[config.mk]
export PLATFORM = sky130hd
export DESIGN_NAME = stack_transfer_unit
export DESIGN_NICKNAME = d
export VERILOG_FILES = /design/src/rtl/stack_transfer_unit_pkg.sv /design/src/rtl/stack_transfer_unit_reg_list_scan.sv /design/src/rtl/stack_transfer_unit.sv
export SDC_FILE = /design/constraint.sdc
export NUM_CORES = 1
export LEC_CHECK = 0
export CAP_MARGIN = 20
export CORE_MARGIN = 2
export CORE_UTILIZATION = 30
export CTS_CLUSTER_DIAMETER = 80
export DETAILED_ROUTE_END_ITERATION = 7
export GPL_ROUTABILITY_DRIVEN = 0
export GPL_TIMING_DRIVEN = 0
export PLACE_DENSITY_LB_ADDON = 0.15
export SLEW_MARGIN = 15
export SYNTH_ARGS = -nofsm -noshare
export SYNTH_HDL_FRONTEND = slang
export SYNTH_SLANG_ARGS = --single-unit
[constraint.sdc]
create_clock -name slow_clock -period 3 [get_ports slow_clock]
set_input_delay 0.6 -clock slow_clock [delete_from_list [all_inputs] [get_ports slow_clock]]
set_output_delay 0.6 -clock slow_clock [all_outputs]
set_load 0.01 [all_outputs]
[src/rtl/stack_transfer_unit_pkg.sv]
// Shared definitions for the stack transfer unit: FSM encodings, special register indices, list helpers.
// Latency: n/a (package).
// Backpressure: n/a (package).
package stack_transfer_unit_pkg;

    // FSM encoding kept as plain constants so older tools that dislike enums still read it.
    typedef logic [2:0] state_t;

    localparam state_t ST_IDLE     = 3'd0;
    localparam state_t ST_PUSH     = 3'd1;
    localparam state_t ST_POP_ADDR = 3'd2;
    localparam state_t ST_POP_DATA = 3'd3;
    localparam state_t ST_DONE     = 3'd4;

    localparam int SP_REGISTER = 14;
    localparam int PC_REGISTER = 15;

    localparam logic [31:0] MAX_NUMBER = 32'hFFFF_FFFF;

    // The SP is never part of a transfer; its final value is handed over separately.
    localparam logic [15:0] LIST_KEEP_MASK = ~(16'h0001 << SP_REGISTER);

    // One-hot mask for a register index, used to retire a list bit once transferred.
    function automatic logic [15:0] bit_mask(input logic [3:0] idx);
        return 16'h0001 << idx;
    endfunction

endpackage

[src/rtl/stack_transfer_unit_reg_list_scan.sv]
// Finds the highest and lowest set bit of a 16-bit register list, plus an any-set flag.
// Latency: purely combinational.
// Backpressure: none; outputs are 0 when the list is empty.
//
// Ports:
//   i_list      16-bit register selection list
//   o_high_idx  index of the highest set bit
//   o_low_idx   index of the lowest set bit
//   o_any       at least one bit is set
module reg_list_scan (
    input  logic [15:0] i_list,
    output logic [3:0]  o_high_idx,
    output logic [3:0]  o_low_idx,
    output logic        o_any
);

    always_comb begin
        o_high_idx = '0;
        o_low_idx  = '0;
        o_any      = |i_list;
        // Ascending walk: the last hit wins, giving the highest set bit.
        for (int i = 0; i < 16; i++) begin
            if (i_list[i]) begin
                o_high_idx = 4'(i);
            end
        end
        // Descending walk: the last hit wins, giving the lowest set bit.
        for (int i = 15; i >= 0; i--) begin
            if (i_list[i]) begin
                o_low_idx = 4'(i);
            end
        end
    end

endmodule

[src/rtl/stack_transfer_unit.sv]
// Multi-register push/pop sequencer between register bank and data memory; owns SP arithmetic.
// Latency: push N regs -> done at cycle N+1; pop N regs -> done at cycle 2N+1; empty list -> cycle 1.
// Backpressure: none; core is stalled via busy, and start is ignored unless idle.
//
// Ports:
//   slow_clock, reset          core clock, async active-low reset
//   start, is_pop, reg_list,   transfer request, direction, register list, starting SP
//   sp_in
//   reg_data                   bank read of reg_index (combinational in the bank)
//   mem_read_data              memory data, valid the cycle after mem_addr
//   reg_index                  register being read (push) or written (pop)
//   mem_addr, mem_write_data,  memory port
//   mem_write_enable
//   reg_write_enable           bank writeback strobe (pop)
//   new_sp, sp_write           final SP and its one-cycle update strobe
//   busy, done                 stall indication and completion pulse
module stack_transfer_unit
    import stack_transfer_unit_pkg::*;
#(
    parameter int REGISTER_LENGTH = 32,
    parameter int ADDR_WIDTH      = 32
) (
    input  logic                       slow_clock,
    input  logic                       reset,
    input  logic                       start,
    input  logic                       is_pop,
    input  logic [15:0]                reg_list,
    input  logic [REGISTER_LENGTH-1:0] sp_in,
    input  logic [REGISTER_LENGTH-1:0] reg_data,
    input  logic [REGISTER_LENGTH-1:0] mem_read_data,
    output logic [3:0]                 reg_index,
    output logic [ADDR_WIDTH-1:0]      mem_addr,
    output logic [REGISTER_LENGTH-1:0] mem_write_data,
    output logic                       mem_write_enable,
    output logic                       reg_write_enable,
    output logic [REGISTER_LENGTH-1:0] new_sp,
    output logic                       sp_write,
    output logic                       busy,
    output logic                       done
);

    localparam logic [REGISTER_LENGTH-1:0] SP_ONE = REGISTER_LENGTH'(1);

    state_t                     r_state;
    logic [15:0]                r_list;
    logic [REGISTER_LENGTH-1:0] r_sp;

    state_t                     w_state_nxt;
    logic [15:0]                w_list_nxt;
    logic [REGISTER_LENGTH-1:0] w_sp_nxt;

    logic [15:0]                w_scan_in;
    logic [3:0]                 w_high_idx;
    logic [3:0]                 w_low_idx;
    logic                       w_any;
    logic [3:0]                 w_cur_idx;
    logic [15:0]                w_list_rem;
    logic [REGISTER_LENGTH-1:0] w_sp_dec;
    logic [REGISTER_LENGTH-1:0] w_sp_inc;
    logic [REGISTER_LENGTH-1:0] w_addr_word;
    logic                       w_active;

    // Pop data bypasses this block and goes straight to the bank's writeback path.
    logic [REGISTER_LENGTH-1:0] w_unused_mem_rd;
    assign w_unused_mem_rd = mem_read_data;

    // While idle the scanner looks at the incoming list so the empty check is ready for start;
    // otherwise it scans the remaining working list.
    assign w_scan_in = (r_state == ST_IDLE) ? (reg_list & LIST_KEEP_MASK) : r_list;

    reg_list_scan u_scan (
        .i_list     (w_scan_in),
        .o_high_idx (w_high_idx),
        .o_low_idx  (w_low_idx),
        .o_any      (w_any)
    );

    // Push walks downward from the top register, pop walks upward from the bottom,
    // so the lowest register always lands at the lowest address.
    assign w_cur_idx  = (r_state == ST_PUSH) ? w_high_idx : w_low_idx;
    assign w_list_rem = r_list & ~bit_mask(w_cur_idx);
    assign w_sp_dec   = r_sp - SP_ONE;
    assign w_sp_inc   = r_sp + SP_ONE;

    always_comb begin
        w_state_nxt = r_state;
        w_list_nxt  = r_list;
        w_sp_nxt    = r_sp;
        case (r_state)
            ST_IDLE: begin
                if (start) begin
                    w_list_nxt = w_scan_in;
                    w_sp_nxt   = sp_in;
                    if (!w_any) begin
                        w_state_nxt = ST_DONE;
                    end else if (is_pop) begin
                        w_state_nxt = ST_POP_ADDR;
                    end else begin
                        w_state_nxt = ST_PUSH;
                    end
                end
            end
            ST_PUSH: begin
                w_sp_nxt   = w_sp_dec;
                w_list_nxt = w_list_rem;
                if (w_list_rem == 16'h0000) begin
                    w_state_nxt = ST_DONE;
                end
            end
            ST_POP_ADDR: begin
                w_state_nxt = ST_POP_DATA;
            end
            ST_POP_DATA: begin
                w_sp_nxt   = w_sp_inc;
                w_list_nxt = w_list_rem;
                w_state_nxt = (w_list_rem == 16'h0000) ? ST_DONE : ST_POP_ADDR;
            end
            ST_DONE: begin
                w_state_nxt = ST_IDLE;
            end
            default: begin
                w_state_nxt = ST_IDLE;
            end
        endcase
    end

    always_ff @(posedge slow_clock or negedge reset) begin
        if (!reset) begin
            r_state <= ST_IDLE;
            r_list  <= '0;
            r_sp    <= '0;
        end else begin
            r_state <= w_state_nxt;
            r_list  <= w_list_nxt;
            r_sp    <= w_sp_nxt;
        end
    end

    // Outputs decode from registered state only, so reset drops every strobe at once.
    assign w_active = (r_state == ST_PUSH) || (r_state == ST_POP_ADDR) || (r_state == ST_POP_DATA);

    // Push stores at SP-1 (pre-decrement); pop loads at SP (post-increment). The pop address
    // is held through POP_DATA so the memory sees a stable address for the whole beat.
    always_comb begin
        w_addr_word = '0;
        case (r_state)
            ST_PUSH:     w_addr_word = w_sp_dec;
            ST_POP_ADDR: w_addr_word = r_sp;
            ST_POP_DATA: w_addr_word = r_sp;
            default:     w_addr_word = '0;
        endcase
    end

    assign reg_index        = w_active ? w_cur_idx : 4'd0;
    assign mem_addr         = ADDR_WIDTH'(w_addr_word);
    assign mem_write_data   = reg_data;
    assign mem_write_enable = (r_state == ST_PUSH);
    assign reg_write_enable = (r_state == ST_POP_DATA);
    assign new_sp           = r_sp;
    assign sp_write         = (r_state == ST_DONE);
    assign done             = (r_state == ST_DONE);
    assign busy             = (r_state != ST_IDLE);

endmodule

## Word-level counts from Yosys, hierarchy flattened

Cells that the tools add are included.

| word-level totals | value |
|---|---|
| flip-flop bits (word level) | 51 |
| output and inout port bits | 105 |
| logic and storage cells | 72 |
| memory bits (read-only) | 0 |
| memories | 0 |
| bits in latches | 0 |
| input port bits | 116 |
| memory bits (writable) | 0 |

| cells by class | value |
|---|---|
| $lt $le $gt $ge | 0 |
| equal/unequal tests | 6 |
| bitwise logic cells | 2 |
| shifts and indexed selects | 1 |
| $add $sub $neg | 2 |
| muxes and demuxes | 45 |
| multiply operators | 0 |
| div/mod/pow operators | 0 |
| reduce and logical (&&, ||, !) cells | 13 |

Operators with widths:

| operator | number |
|---|---|
| 2-to-1 mux 4 bit | 26 |
| case mux 32 bit (3 select lines) | 1 |
| case mux 32 bit (2 select lines) | 1 |
| adder 32 x 1 -> 32 bit (second input constant) | 1 |
| 2-to-1 mux 16 bit | 2 |
| 2-to-1 mux 32 bit | 1 |
| case mux 16 bit (2 select lines) | 1 |
| subtractor 32 x 1 -> 32 bit (second input constant) | 1 |
| 2-to-1 mux 3 bit | 8 |
| bitwise AND 16 bit | 1 |
| logical NOT 16 bit | 1 |
| inverter 16 bit | 1 |
| OR reduction 16 bit | 1 |
| left shift 1 x 4 -> 16 bit (first input constant) | 1 |
| case mux 3 bit (4 select lines) | 1 |
| equality test 3 x 2 -> 1 bit (second input constant) | 2 |
| 2-to-1 mux 2 bit | 3 |
| AND reduction 2 bit | 3 |
| nonzero test 3 bit | 2 |
| OR reduction 2 bit | 2 |
| equality test 3 x 1 -> 1 bit (second input constant) | 1 |
| equality test 3 bit (second input constant) | 1 |
| logical NOT 3 bit | 1 |
| logical OR 1 bit | 2 |
| 4 further kinds | 4 |

## Depth between registers and ports, before layout

| logic depth | value |
|---|---|
| depth after elaboration | 25 |
| mapped depth | 12 |
| gate-level depth less buffers | 11 |

## Hierarchy

From an unflattened synthesis, not the netlist that was laid out.

| second synthesis, totals | value |
|---|---|
| cell total of the unflattened synthesis | 799 |
| area, all modules | 5713.0 µm² |

Modules (own cells, without submodules):

| module | cells an instance | instances | area an instance (µm²) |
|---|---|---|---|
| stack_transfer_unit | 750 | 1 | 5436.5 |
| reg_list_scan | 49 | 1 | 276.5 |

## Worst setup path after synthesis

Ideal clock, no wire load.

| timing path | value |
|---|---|
| kind | flip-flop to output port |
| from | reg r_sp[0], in the netlist new_sp[0] |
| to | out mem_addr[26] |
| arrival time | 2.505 ns |
| cell stages (with the launch flop) | 12 |
| path buffers | 1 |
| setup slack | -0.105 ns |
| data required time | 2.400 ns |
| cell sequence | dfrtp_1 buf_2 inv_1 ha_1 or3b_1 nand4b_1 nor2_1 nand2_1 or3_1 xor2_1 nor2_1 a21o_1 |

| between the ends | value |
|---|---|
| word-level cells in the longest chain between the ends | 2 |

Ends and longest elaborated chain:

| what | line | RTL |
|---|---|---|
| from (decl) | stack_transfer_unit.sv:46 | `logic [REGISTER_LENGTH-1:0] r_sp;` |
| from (signal assigned) | stack_transfer_unit.sv:135 | `r_sp <= w_sp_nxt;` |
| subtractor 32 x 1 -> 32 bit | stack_transfer_unit.sv:82 | `assign w_sp_dec = r_sp - SP_ONE;` |
| case mux 32 bit (2 select lines) | stack_transfer_unit.sv:146 | `case (r_state)` |
| to (decl) | stack_transfer_unit.sv:32 | `output logic [ADDR_WIDTH-1:0] mem_addr,` |

Every way passes these cells.

## Worst setup path in the final report

Same ends and word-level chain as after synthesis.

==> summary.txt <==
Status
  • Outcome: finished, violations left
  • Failing checks: negative setup slack

Finish
  • Nets: 1124
  • Area growth, synth to finish: 59.35%
  • Layout Cell Area excl Fill: 8553 um2
  • Share of layout cells above drive strength 1: 0.2989
  • Ant. Diodes: 0
  • Final Core Density: 0.4911

Clock network
  • Clk slew on worst S/H paths: 0.08 ns
  • Clk buf depth: 2
  • Num CTS Buffers: 5
  • CTS tree: done
  • Root Buffer: clkbuf_16
  • H-tree depth: 2
  • Clk_lat worst skew: 0.32 ns
  • Post-CTS Hold Buffers: 0
  • Clk sinks: 51

Setup path
  • Element type at the critical path end: output pin
  • CP max FO: 4
  • Setup CP Type: flop to output pin
  • WP buf/inv: 2
  • Crit-path cells: inv_4 -> ha_4 -> or3b_4 -> nand4b_1 -> nor2_2 -> nand2_2 -> or3_4 -> xor2_1 -> nor2_1 -> a21o_1 -> buf_2
  • Setup crit start: new_sp[0]
  • Crit path max-delay cell type: dfrtp_2
  • Slowest stage delay, CP: 0.44 ns
  • Worst R2R Start: r_state[2]
  • Startpoint Class: flop
  • Critical path required time: 2.40 ns
  • CP delay by family, top: simple AND/OR/NAND/NOR gates
  • Worst path arrival time: 2.85 ns

Floorplan
  • IO Pins: 221
  • DIE HEIGHT: 137.8 um
  • CORE AREA: 17420 um2
  • Die width: 137.8 um
  • Cell Rows: 48
  • Initial Util: 0.3082
  • Die area: 18980 um2

STA
  • Part of the cycle the worst path needs: 1.150
  • Least-Margin Pin Slew: 1.066 ns
  • Skew final: 0.008535 ns
  • Setup violators final: 21
  • Minimum clock period: 3.449 ns
  • Setup ws final: -0.4488 ns
  • Final hold vios: 0
  • RSZ-0062 raised after global routing: yes
  • Worst relative slew slack: 0.2864
  • Achievable Freq: 290.0 MHz
  • Slew Limit Fails: 0
  • Setup TNS: -5.118 ns

Power
  • Maximum vdd drop: 0.5929 mV
  • Total power: 0.01110 W
  • Pleak: 3.612 nW
  • Power Density: 1298 nW/um2

Detailed routing
  • Final ANT Viol Nets: 0
  • DRC violations left: 0
  • WL final: 25.12 mm
  • Routed WL per cell: 20.39 um
  • Vias per cell: 5.791
  • DR vias: 7135
  • DR pass1 iterations: 5
  • Initial drt markers: 797

Yosys
  • Avg Cell Area, Syn: 6.980 um2
  • Largest area contributor in the netlist: dfrtp_1
  • Post-synth EDFFs: 0
  • Ys Warns: 0
  • Post-synth top area share: 0.2378
  • Top FF cell, synth: dfrtp_1
  • Most frequent cells after synthesis: o21ai_0, nand2_1, nor2_1
  • Post-synthesis register bit count: 51
  • Syn Nets: 887
  • Mapped Cells: 769
  • Synthesized area: 5368 um2
  • Most numerous cell in the Yosys netlist: o21ai_0
  • Synth area leaders: dfrtp_1, o21ai_0, nand2_1
  • Unique masters post-synth: 70
  • Async SR Flop Fraction: 1.000
  • Sequential share of the synthesized area: 0.2378

GRT
  • Total track usage: 0.2565
  • Global-route wire length before repair: 36.76 mm
  • Antenna violations before repair: 0
  • Largest net degree at the start of global routing: 52
  • Grt total ovfl: 0
  • Vias in the first global route: 6363

Place
  • DP HPWL: 16.96 mm
  • Port-buffer cells: 155
  • Placed Area: 7222 um2

Worst hold path
  • Hold Crit Class: primary input to async pin

Run
  • Maxcap violations: 0
[routing by layer]
metal  wire length [um]  up-vias  track usage
met5                  0        -            0
met2              10930      449       0.3903
li1                   -     3228            -
met4                928        0      0.09524
met1              10660     3383       0.3555
met3               2602       75      0.05519
[metrics by stage]
step                      cells  setup slack [ns]  hold WS (ns)
final                      1232           -0.4488        0.3365
after global routing       1232           -0.5618        0.4174
after CTS                  1201           -0.4818        0.3831
after detailed placement   1149           -0.9960        0.5927
after global placement     1149            -1.052        0.5909
after floorplan             769         0.0008689        0.3044
[final cells by class]
type                    count  area, um2
flip-flops and latches     51       1285
inverters                  25      100.1
repair buffers            237       2090
repair inverters            1      7.507
plain buffers              90      575.6
multi-input cells         595       4069
clock buffers               5      125.1
clock inverters             3      20.02
fillers                  1720       8864
well taps                 225      281.5
[repair_timing]
| item | CTS | global route |
|---|---|---|
| pin swaps | 40 | 43 |
| endpoints found under the setup margin | 49 | 46 |
| cloned | 0 | 1 |
| gates resized for setup | 259 | 105 |
| buffers inserted | 49 | 40 |
[path summary, 6_finish.rpt]
| kind | endpoint | depth (start not counted) | slack [ns] |
|---|---|---|---|
| hold reg to reg | r_state[1] | 2 | 0.60 |
| setup / recovery | mem_addr[26] | 11 | -0.45 |
| setup reg to reg | r_state[0] | 13 | 0.04 |
| min in group slow_clock | r_state[1] | 2 | 0.60 |
| max in group asynchronous | new_sp[23] | 1 | 2.08 |
| hold / removal | new_sp[16] | 1 | 0.34 |
[registers in the layout (all words and copies together) (netlist names)]
name	flops
r_state	3
r_list	16
new_sp	32
[where the power goes]
group / switching (W) / internal, W / total [W]
Sequential: 0.000503 / 0.00102 / 0.00153
Clock: 0.000321 / 0.000310 / 0.000631
Combinational: 0.00515 / 0.00379 / 0.00894
[placed cells by master (no fill, tap or decap), drive strengths merged, types with 13 or more instances in the layout]
| cell type | instances |
|---|---|
| nor4 | 13 |
| dfrtp | 51 |
| clkdlybuf4s50 | 104 |
| inv | 24 |
| a21oi | 52 |
| nand2 | 87 |
| clkbuf | 49 |
| xnor2 | 15 |
| dlygate4sd2 | 18 |
| xor2 | 18 |
| o21ai | 91 |
| nor2 | 79 |
| nor3 | 29 |
| nand3 | 19 |
| buf | 159 |
[cells by family after synthesis]
group,synth area share
AO/OA/AOI/OAI,0.3131
XOR/XNOR,0.05385
adder cells (fa/ha/maj),0.004661
buffers and inverters,0.1144
flip-flops,0.2378
multiplexers,0.007925
AND/OR/NAND/NOR,0.2683
Power figures use the tool's default switching activity.
